## config.mk

```make
export PLATFORM = sky130hd
export DESIGN_NAME = sram_rr_arbiter
export DESIGN_NICKNAME = d
export VERILOG_FILES = /design/src/rtl/sram_rr_arbiter.sv
export SDC_FILE = /design/constraint.sdc
export NUM_CORES = 1
export LEC_CHECK = 0
export ABC_AREA = 1
export CORE_UTILIZATION = 35
export CTS_CLUSTER_SIZE = 8
export DETAILED_ROUTE_END_ITERATION = 6
export HOLD_SLACK_MARGIN = 0.08
export PLACE_DENSITY = 0.81
export SLEW_MARGIN = 10
export SYNTH_ARGS = -nofsm -noshare
export SYNTH_HDL_FRONTEND = slang
export SYNTH_SLANG_ARGS = --single-unit
```

## constraint.sdc

```tcl
create_clock -name hclk -period 1.6 [get_ports hclk]
set_clock_uncertainty 0.1 [all_clocks]
set_input_delay 0.24 -clock hclk [delete_from_list [all_inputs] [get_ports hclk]]
set_output_delay 0.24 -clock hclk [all_outputs]
set_load 0.02 [all_outputs]
```

## src/rtl/sram_rr_arbiter.sv

```systemverilog
// Two-port round-robin arbiter in front of a single-port active-low SRAM macro.
// Supports locked bursts with a starvation cap and returns read data tagged to the issuing port.
module sram_rr_arbiter #(
  parameter int AW       = 12,
  parameter int DW       = 32,
  parameter int RD_LAT   = 1,
  parameter int MAX_HOLD = 8
) (
  input  logic          hclk,
  input  logic          hrst,
  input  logic          req0,
  input  logic          req1,
  input  logic          we0,
  input  logic          we1,
  input  logic          lock0,
  input  logic          lock1,
  input  logic [AW-1:0] addr0,
  input  logic [AW-1:0] addr1,
  input  logic [DW-1:0] wdata0,
  input  logic [DW-1:0] wdata1,
  output logic          gnt0,
  output logic          gnt1,
  output logic          rvalid0,
  output logic          rvalid1,
  output logic [DW-1:0] rdata0,
  output logic [DW-1:0] rdata1,
  output logic          sram_scn,
  output logic          sram_wen,
  output logic [AW-1:0] sram_a,
  output logic [DW-1:0] sram_d,
  input  logic [DW-1:0] sram_q,
  output logic [1:0]    dbg_lock_state
);

  localparam int HW = $clog2(MAX_HOLD + 1);

  typedef enum logic [1:0] {
    LOCK_NONE = 2'd0,
    LOCK_P0   = 2'd1,
    LOCK_P1   = 2'd2
  } lock_state_e;

  lock_state_e       lock_state;
  logic [HW-1:0]     hold_cnt;
  logic              last_gnt;
  logic              cap_hit;
  logic              grant_p0;
  logic              grant_p1;
  logic              rd_issue;
  logic              gnt_lock;
  logic              same_owner;
  logic [RD_LAT-1:0] pipe_vld;
  logic [RD_LAT-1:0] pipe_port;

  // Handshake: reqP with stable command fields is held until gntP is seen high;
  // the command is taken at the rising edge that ends the cycle in which gntP=1.
  always_comb begin
    grant_p0 = 1'b0;
    grant_p1 = 1'b0;
    cap_hit  = (hold_cnt >= HW'(MAX_HOLD));
    if (hrst) begin
      grant_p0 = 1'b0;
    end else if (lock_state == LOCK_P0 && req0 && !(req1 && cap_hit)) begin
      grant_p0 = 1'b1;
    end else if (lock_state == LOCK_P1 && req1 && !(req0 && cap_hit)) begin
      grant_p1 = 1'b1;
    end else if (req0 && req1) begin
      grant_p0 = last_gnt;
      grant_p1 = ~last_gnt;
    end else if (req0) begin
      grant_p0 = 1'b1;
    end else if (req1) begin
      grant_p1 = 1'b1;
    end
  end

  assign gnt0           = grant_p0;
  assign gnt1           = grant_p1;
  assign rd_issue       = (grant_p0 & ~we0) | (grant_p1 & ~we1);
  assign gnt_lock       = grant_p0 ? lock0 : lock1;
  assign same_owner     = (grant_p0 && lock_state == LOCK_P0) || (grant_p1 && lock_state == LOCK_P1);
  assign dbg_lock_state = lock_state;

  always_comb begin
    sram_scn = 1'b1;
    sram_wen = 1'b1;
    sram_a   = '0;
    sram_d   = '0;
    if (grant_p0) begin
      sram_scn = 1'b0;
      sram_wen = ~we0;
      sram_a   = addr0;
      sram_d   = wdata0;
    end else if (grant_p1) begin
      sram_scn = 1'b0;
      sram_wen = ~we1;
      sram_a   = addr1;
      sram_d   = wdata1;
    end
  end

  // A beat that changes owner restarts the count, so a capped port cannot
  // inherit the previous owner's hold budget.
  always_ff @(posedge hclk) begin
    if (hrst) begin
      last_gnt   <= 1'b1;
      lock_state <= LOCK_NONE;
      hold_cnt   <= '0;
    end else if (grant_p0 || grant_p1) begin
      last_gnt <= grant_p1;
      if (gnt_lock) begin
        lock_state <= grant_p0 ? LOCK_P0 : LOCK_P1;
        if (!same_owner) begin
          hold_cnt <= HW'(1);
        end else if (hold_cnt != {HW{1'b1}}) begin
          hold_cnt <= hold_cnt + HW'(1);
        end
      end else begin
        lock_state <= LOCK_NONE;
        hold_cnt   <= '0;
      end
    end else begin
      lock_state <= LOCK_NONE;
      hold_cnt   <= '0;
    end
  end

  always_ff @(posedge hclk) begin
    if (hrst) begin
      pipe_vld  <= '0;
      pipe_port <= '0;
      rvalid0   <= 1'b0;
      rvalid1   <= 1'b0;
      rdata0    <= '0;
      rdata1    <= '0;
    end else begin
      pipe_vld[0]  <= rd_issue;
      pipe_port[0] <= grant_p1;
      for (int i = 1; i < RD_LAT; i++) begin
        pipe_vld[i]  <= pipe_vld[i-1];
        pipe_port[i] <= pipe_port[i-1];
      end
      rvalid0 <= pipe_vld[RD_LAT-1] & ~pipe_port[RD_LAT-1];
      rvalid1 <= pipe_vld[RD_LAT-1] & pipe_port[RD_LAT-1];
      if (pipe_vld[RD_LAT-1] && !pipe_port[RD_LAT-1]) begin
        rdata0 <= sram_q;
      end
      if (pipe_vld[RD_LAT-1] && pipe_port[RD_LAT-1]) begin
        rdata1 <= sram_q;
      end
    end
  end

endmodule

```

==> out/metrics.cfg <==
[grt]
grt_pass1_vias = 3926
track_usage_pct = 24.4
grt_overflow = 0
antenna_found_initial = 0
grt_pass1_wl_mm = 19.0
grt_max_degree = 66

[detailed_routing]
dr_total_vias = 4227
drt-initial-drc-count = 89
wire_per_inst_um = 15.0
drc = 0
final_antenna_net_count = 0
first_pass_iters = 4
viasPerCell = 4.71
drt-total-wl_mm = 13.4

[clock_tree]
clk_path_buf_depth = 2
numCtsBuffers = 9
h-tree-depth = 3
cts_tree = done
clk_latency_ns = 0.34
clkTransAtPathRegs_ns = 0.08
clk_root_buffer_cell = clkbuf_8
cts.sinks = 75

[floorplanning]
initial_core_util_pct = 36.6
die_w_um = 101
die_area_um2 = 10200
fp-row-count = 35
ios = 244
die-height_um = 101
core_region_area_um2 = 9330

[logic_synthesis]
postSynthAreaPerCell_um2 = 6.86
synth.distinct_cells = 27
synthTopCellsByArea = dfxtp_1, nor2_1, nand2_1
yosys_warnings = 0
syn_inst = 498
synthFlopType = dfxtp_1
syn_nets = 628
ys_top_cells_by_count = nor2_1, nand2_1, dfxtp_1
yosysTopAreaCell = dfxtp_1
synth_edf_count = 0
synth-seq-area-share_pct = 44.0
ys_ff_latch = 75
syn_area_um2 = 3410
synthArstFlopShare_pct = 0
synth_top_area_share_pct = 44.0
synth.most_common_cell = nor2_1

[final_layout]
design_area_um2 = 6630
fillers = 754
layout.nets = 893
diodes = 0
drive_gt1_share_pct = 22.0
multi_input_area_um2 = 1820
fin_util_pct = 71.0
regArea_um2 = 1510
syn_to_final_growth_pct = 94.1

[timing]
fmax_mhz = 492
tightest_slew_ns = 0.599
hold_ws_ns = 0.380
slew_viol_final = 0
period_needed_ns = 2.03
relSlewSlack_pct = 60.0
setup_viol = 48
hold_viol_final = 0
setup_ws_ns = -0.431
rsz0062_at_grt = yes
layout_worst_path_cycle_share_pct = 127

[setup_path]
r2r_end = hold_cnt[3]$_SDFFE_PP0P_
reg2reg_depth = 11
reg2reg_setup_slack_ns = 0.06
crit_type = register to output pin
cp-end-kind = output pin
cp-startpoint = dbg_lock_state[0]$_SDFF_PP0_
crit_fanout = 13
crit_chain = inv_6 -> nand4_4 -> nand2_4 -> nand3_4 -> inv_4 -> buf_12 -> buf_12 -> nand2_1 -> nand2_1 -> buf_6
crit_family = buffers and inverters
crit_required_ns = 1.26
crit_slowest_cell = dfxtp_4
cp_num_cells = 10
critPathCapture = sram_a[10]
cp_slowest_stage_delay_ns = 0.36
timing.rr.start = dbg_lock_state[0]$_SDFF_PP0_
crit_path_start_kind = register
cp.arrival_ns = 1.69
crit_buf_inv = 5

[power_and_ir_drop]
p_per_area_nw_per_um2 = 757
p_leak_uw = 0.00326
ir_worst_vdd_mv = 0.602

[flow_run]
max_cap_violations = 0

[place]
dpl-instance-area_um2 = 6110
portBuffers = 243
gp_congestion = 0.861
place_hpwl_mm = 9.47

[status]
outcome = finished, violations left
violations = negative setup slack

[worst_hold_path]
hp-start = rdata1[14]$_SDFFE_PP0P_
hp-class = register to register

layout by cell type, fill, tap and decap left out, types with 3 or more instances in the layout:
cell type / Yosys / final
nor2_1: 140 / 139
clkdlybuf4s50_1: 0 / 125
nand2_1: 138 / 100
dfxtp_1: 75 / 71
dlygate4sd2_1: 0 / 70
o21ai_0: 67 / 67
buf_6: 6 / 47
nand2_2: 1 / 33
buf_4: 0 / 29
nand2_4: 11 / 17
inv_1: 11 / 11
clkbuf_8: 0 / 10
buf_12: 1 / 7
nand3_1: 5 / 5
inv_2: 5 / 3
cell type report:
cell class | instances | share of cell area (%)
inverter | 18 | 1.27
tap | 129 | 2.44
sequential | 75 | 22.8
multi-input combinational | 377 | 27.5
timing repair buffer | 282 | 42.9
clock buffer | 11 | 2.13
clock inverter | 5 | 0.925
worst min-delay path by stage:
stage | end | slack [ns] | cells after the start
global placement | rdata1[10]$_SDFFE_PP0P_ | 0.36 | 2
floorplan | rvalid0$_SDFF_PP0_ | 0.21 | 1
detailed placement | rdata1[14]$_SDFFE_PP0P_ | 0.37 | 2
CTS | rdata0[3]$_SDFFE_PP0P_ | 0.37 | 3
global route | rdata0[15]$_SDFFE_PP0P_ | 0.40 | 3
finish | rdata1[14]$_SDFFE_PP0P_ | 0.38 | 2
registers in the layout (all words and copies together) (netlist names), 2 cells and up:
signal and flops:
rdata0 32, dbg_lock_state 2, hold_cnt 4, rdata1 32
worst min-delay path, stage by stage (launching register included):
cell     delay [ns]
dfxtp_1        0.33
nor2_1         0.04
nor2_1         0.08
through the flow:
| step | setup WS, ns | setup TNS [ns] | cells | power (µW) |
|---|---|---|---|---|
| 6_report | -0.431 | -18.47 | 897 | 5020 |
| 5_1_grt | -0.534 | -22.68 | 897 | 5240 |
| 4_1_cts | -0.445 | -19.62 | 890 | 4980 |
| 3_5_place_dp | -0.948 | -50.06 | 868 | 3480 |
| 3_3_place_gp | -0.913 | -46.78 | 868 | 3460 |
| 2_1_floorplan | 0.000662 | 0 | 498 | 2660 |
routing by layer:
layer | up-vias | GRT usage, % | part of all wire (%)
met2 | 172 | 46.1 | 52
met5 | - | 0 | 0
li1 | 2087 | - | -
met3 | 39 | 8.53 | 8.5
met4 | 0 | 9.92 | 3.1
met1 | 1929 | 24.1 | 36
logic make-up (layout without fill, tap and decap cells):
kind of cell | after synthesis | count (layout) | synth area share (%)
AOI/OAI and AO/OA | 73 | 73 | 10.9
xor gates and xnor gates | 1 | 1 | 0.257
adders and majority gates | 2 | 2 | 0.733
buffers and inverters | 46 | 316 | 7.55
DFF | 75 | 75 | 44.0
and+or+nand+nor | 301 | 301 | 36.6
where the power goes:
group	internal, µW	total, µW	switching, µW
sequential	1970	2010	47.6
clock	772	1500	724
combinational	765	1510	742
what timing repair did:
item / 4_1_cts / 5_1_grt
resized for setup: 365 / 43
hold buffers: 0 / 0
setup buffers: 5 / 5
gates cloned: 1 / 2
endpoints found under the setup margin: 116 / 52
hold endpoints to repair: 0 / 0
pin swaps: 7 / 13
Note: power is estimated with default switching activity, not from simulation.
